## config.mk

```make
export PLATFORM = sky130hd
export DESIGN_NAME = bit_serial_adder
export DESIGN_NICKNAME = d
export VERILOG_FILES = /design/src/rtl/bit_serial_adder_pkg.sv /design/src/rtl/full_adder_behavioral.sv /design/src/rtl/bit_serial_adder.sv
export SDC_FILE = /design/constraint.sdc
export NUM_CORES = 1
export LEC_CHECK = 0
export ABC_CLOCK_PERIOD_IN_PS = 1760
export BUFFER_PORTS_ARGS = -buffer_cell sky130_fd_sc_hd__buf_2
export CORE_UTILIZATION = 35
export DETAILED_ROUTE_END_ITERATION = 6
export HOLD_SLACK_MARGIN = 0.06
export SKIP_LAST_GASP = 1
export SYNTH_ARGS = -nofsm -noshare
export SYNTH_HDL_FRONTEND = slang
export SYNTH_HIERARCHICAL = 1
export SYNTH_SLANG_ARGS = --single-unit
export TNS_END_PERCENT = 20
```

## constraint.sdc

```tcl
create_clock -name clk -period 1.76 [get_ports clk]
set_clock_uncertainty 0.1 [all_clocks]
set_input_delay 0.088 -clock clk [delete_from_list [all_inputs] [get_ports clk]]
set_output_delay 0.088 -clock clk [all_outputs]
set_load 0.05 [all_outputs]
```

## src/rtl/bit_serial_adder_pkg.sv

```systemverilog
// Shared definitions for the bit-serial adder: FSM encoding, default width
// and the bit-counter sizing helper.
package bit_serial_adder_pkg;

    typedef logic [1:0] state_t;

    localparam state_t IDLE = 2'd0;
    localparam state_t RUN  = 2'd1;
    localparam state_t DONE = 2'd2;

    localparam int DEFAULT_WIDTH = 8;

    // A 1-bit operand still needs a 1-bit counter so the port list stays legal.
    function automatic int cnt_width(input int w);
        return ($clog2(w) < 1) ? 1 : $clog2(w);
    endfunction

endpackage

```

## src/rtl/full_adder_behavioral.sv

```systemverilog
// Single-bit full adder cell; the serial adder reuses one of these per bit-cycle.
module full_adder_behavioral (
    output logic sum,
    output logic cout,
    input  logic a,
    input  logic b,
    input  logic cin
);

    always_comb begin
        sum  = a ^ b ^ cin;
        cout = (a & b) | (cin & (a ^ b));
    end

endmodule

```

## src/rtl/bit_serial_adder.sv

```systemverilog
// Bit-serial WIDTH-bit adder: one full-adder cell, LSB first, carry looped
// back through a flop, result and carry-out registered on the final bit.
module bit_serial_adder
    import bit_serial_adder_pkg::*;
#(
    parameter int WIDTH = DEFAULT_WIDTH
) (
    input  logic             clk,
    input  logic             rst,
    input  logic             start,
    input  logic [WIDTH-1:0] a,
    input  logic [WIDTH-1:0] b,
    input  logic             cin,
    output logic             busy,
    output logic             done,
    output logic [WIDTH-1:0] sum,
    output logic             cout
);

    localparam int CW = cnt_width(WIDTH);
    localparam logic [CW-1:0] LAST = CW'(WIDTH - 1);

    state_t          state;
    logic [WIDTH-1:0] a_reg;
    logic [WIDTH-1:0] b_reg;
    logic [WIDTH-1:0] s_reg;
    logic [WIDTH-1:0] next_s;
    logic            carry;
    logic [CW-1:0]   cnt;
    logic            fa_sum;
    logic            fa_cout;

    full_adder_behavioral u_fa (
        .sum  (fa_sum),
        .cout (fa_cout),
        .a    (a_reg[0]),
        .b    (b_reg[0]),
        .cin  (carry)
    );

    // Written as shift-then-overwrite so WIDTH=1 needs no special slice.
    always_comb begin
        next_s          = s_reg >> 1;
        next_s[WIDTH-1] = fa_sum;
    end

    always_ff @(posedge clk or posedge rst) begin
        if (rst) begin
            state <= IDLE;
            a_reg <= '0;
            b_reg <= '0;
            s_reg <= '0;
            carry <= 1'b0;
            cnt   <= '0;
            sum   <= '0;
            cout  <= 1'b0;
        end else begin
            case (state)
                IDLE, DONE: begin
                    if (start) begin
                        a_reg <= a;
                        b_reg <= b;
                        carry <= cin;
                        cnt   <= '0;
                        s_reg <= '0;
                        state <= RUN;
                    end else begin
                        state <= IDLE;
                    end
                end
                RUN: begin
                    a_reg <= a_reg >> 1;
                    b_reg <= b_reg >> 1;
                    s_reg <= next_s;
                    carry <= fa_cout;
                    cnt   <= cnt + 1'b1;
                    if (cnt == LAST) begin
                        sum   <= next_s;
                        cout  <= fa_cout;
                        state <= DONE;
                    end
                end
                default: state <= IDLE;
            endcase
        end
    end

    assign busy = (state == RUN);
    assign done = (state == DONE);

endmodule

```

==> impl_summary.log <==
[metrics] total via count after detailed routing: 1332
[metrics] LEAKAGE: ~1.1 nW
[metrics] CP Data Required Time: around 1.6 ns
[metrics] number of resized instances in the post-cts repair step: 0
[metrics] hold violation count in the final report: 0
[metrics] via density per instance: between 4 and 5
[metrics] full die area: about 5600 um^2
[metrics] layout cells sized above 1: between 20% and 30%
[metrics] master cell of the clock root buffer: clkbuf_8
[metrics] Top-Level Pins: 31
[metrics] number of fillers in the final layout: roughly 480
[metrics] Cell Pwr Density: 1700 nW/um^2
[metrics] number of max-cap violations: 0
[metrics] quantity of I/O buffers inserted on ports: 30
[metrics] DR iter-0 viols: between 40 and 50
[metrics] latest clock arrival within the worst-skew pair: 0.29 ns
[metrics] global route total overflow: 0
[metrics] final net count: ~230
[metrics] post-detailed-routing wire length: approximately 3.8 mm
[metrics] slew at the pin with the worst max-slew slack: slightly below 0.5 ns
[metrics] total DRC errors in the routed layout: 0
[metrics] area growth from synthesis to layout: 26.2%
[metrics] antenna violations before repair: 0
[metrics] Sum Neg Setup Slack: 0 ns
[metrics] total clock buffers created by CTS: 5
[metrics] count of mapped cells out of synthesis: about 160
[metrics] maximum number of buffers from clock root to sink: 2
[metrics] Ant. Diodes: 0
[metrics] global-route wire length before repair: 6.29 mm
[metrics] shortest clock period the worst path allows after layout: 1.58 ns
[metrics] cell total after placement: around 260
[metrics] number of storage elements in the synthesis netlist: 38
[metrics] maximum fanout encountered on the critical timing path: 12
[metrics] count of hold buffers inserted by post-cts repair: 18
[metrics] starting utilization of the core area: 36.4%
[metrics] largest net degree at the start of global routing: 39
[metrics] reg-to-reg slack, setup: between 0.2 and 0.25 ns
[metrics] post-synth design cell area: around 1900 um^2
[metrics] result of the run: finished, final reports clean
[metrics] TritonCTS clock tree: done
[metrics] H-tree lvl count: 2
[metrics] worst-case headroom to the max-slew limit: between 60 and 70%
[metrics] global router's overall resource usage: around 15%
[metrics] remaining antenna violation count: 0
[metrics] DRT Pass-1 Iters: 4
[metrics] average cell area after synthesis: 11.6 um^2
[metrics] Final Max Slew Viols: 0
[metrics] number of endpoints failing setup at the final stage: 0
[metrics] per-cell routed wire length: 13.3 um
[metrics] Crit Path Class: register to output port
[metrics] type of element launching the critical path: register
[metrics] setup repair after global routing missed its margin: no
[metrics] core region area: between 5000 and 6000 um^2
[metrics] Sink Count: 38
[metrics] Final Wtd Congestion: about 0.9
[metrics] Worst VDD drop: about 0.64 mV
[metrics] post-CTS clock slew at the launch and capture registers of the worst setup and hold paths: about 0.070 ns
[metrics] final cell count without fillers: between 200 and 300
[metrics] Die Span Y: roughly 75 um
[metrics] nature of the critical path endpoint: output port
[metrics] endpoint arrival time on the critical path: ~1.4 ns
[metrics] type of the most critical hold path: primary input to register
[metrics] post-synthesis cell type count: 32
[metrics] number of buffers added for setup after CTS: 0
[metrics] post-synthesis net count: ~180
[metrics] fmax: roughly 0.63 GHz
[metrics] part of the Yosys area used for sequential elements: about 51%
[metrics] final HPWL from detailed placement: 2.31 mm
[metrics] Rows: 26
[metrics] width of the chip: between 70 and 80 um
[metrics] final cycle utilization of the critical path: 90.1%
[metrics] number of warning messages in the yosys log: 6
[metrics] number of global-route vias before repair: between 1000 and 1500
## through the flow
step	hold slack [ns]	instance area, um^2	worst slack (ns)	utilization (%)	power (mW)
global route	0.112	2350	0.0961	46.0	4.32
global placement	0.130	2080	0.237	40.7	3.34
detailed placement	0.143	2080	0.216	40.7	3.38
finish	0.0832	2350	0.175	46.0	4.00
CTS	0.0753	2350	0.170	46.0	4.04
floorplan	0.170	1860	0.129	-	3.01
## power by group
part	internal [mW]	leakage [nW]	total, mW	switching (mW)
Combinational	0.793	0.574	1.81	1.02
Sequential	1.28	0.469	1.57	0.291
Clock	0.316	0.0482	0.621	0.305
Total	2.39	1.09	4.00	1.61
## final cells by class
| class | instances | area [um^2] | area share [%] |
|---|---|---|---|
| sequential | 38 | 951 | 40.5 |
| multi-input combinational | 110 | 840 | 35.7 |
| timing repair buffer | 53 | 368 | 15.7 |
| tap | 70 | 87.6 | 3.73 |
| clock buffer | 7 | 86.3 | 3.68 |
| inverter | 3 | 11.3 | 0.479 |
| clock inverter | 1 | 5.00 | 0.213 |
## cells in the final DEF (no fill, tap or decap), types with 5 or more instances in the layout
| cell type | count |
|---|---|
| nor2b_1 | 10 |
| dlygate4sd3_1 | 18 |
| nand2b_1 | 8 |
| buf_4 | 5 |
| dfrtp_1 | 38 |
| clkbuf_8 | 6 |
| mux2_4 | 9 |
| mux2_1 | 5 |
| a211oi_1 | 9 |
| nor2_1 | 5 |
| mux2i_1 | 11 |
| nand2_1 | 9 |
| o21ai_1 | 9 |
| buf_2 | 30 |
| a21oi_1 | 9 |
## cells by family (layout without fill, tap and decap cells)
kind of cell,count (synthesis),after routing,share of synthesized area [%]
adder cells (fa/ha/maj),3,3,2.42
buffers and inverters,13,64,3.77
multiplexers,26,26,16.8
XOR/XNOR,1,1,0.471
flip-flops,38,38,51.1
AO/OA/AOI/OAI,37,37,12.6
AND/OR/NAND/NOR,43,43,12.8
## worst max-delay path, stage by stage, from the launching register on
cell	delay [ns]
dfrtp_1	0.37
nand2b_2	0.22
inv_2	0.21
buf_2	0.31
## synthesized netlist by cell type
library cell  instances  area share, %
nand2_1               9            1.8
a21oi_1               9            2.4
nor2b_1              10            3.4
a22o_1                4            1.9
mux2_2                1           0.61
nand2b_2              1           0.47
inv_2                 2           0.40
nand2b_1              8            2.7
nor3_1                4            1.1
nor2_1                5            1.0
and2b_1               1           0.40
a221o_1               1           0.54
fa_1                  1            1.1
buf_6                 1           0.61
o21ai_1               9            2.4
nand2_4               1           0.61
a211oi_1              9            3.6
xnor2_1               1           0.47
and3b_1               1           0.47
mux2_4                9            7.3
mux2_1                5            3.0
buf_2                 5            1.3
ha_1                  2            1.3
dfrtp_1              38             51
nor2_2                1           0.34
mux2i_1              11            5.9
nand3_1               2           0.54
inv_1                 1           0.20
buf_4                 2           0.81
o22ai_1               4            1.3
a21o_1                1           0.40
clkbuf_1              2           0.40
## metal layers
layer / up-vias / GRT usage, % / part of all wire [%] / wire, um
li1: 674 / - / - / -
met1: 626 / 19.9 / 51 / 1930
met2: 27 / 25.2 / 45 / 1690
met3: 5 / 3.61 / 2.9 / 111
met4: 0 / 4.40 / 0.88 / 33
met5: - / 0 / 0 / 0
## final timing paths
path,cells after the start,from,to
setup / recovery,3,state[1],busy
setup reg to reg,4,cnt[0],sum[5]
hold / removal,3,start,a_reg[7]
hold reg to reg,1,sum[3],sum[3]
min in group asynchronous,4,rst,sum[4]
max in group asynchronous,4,rst,b_reg[1]
Power figures use the tool's default switching activity.
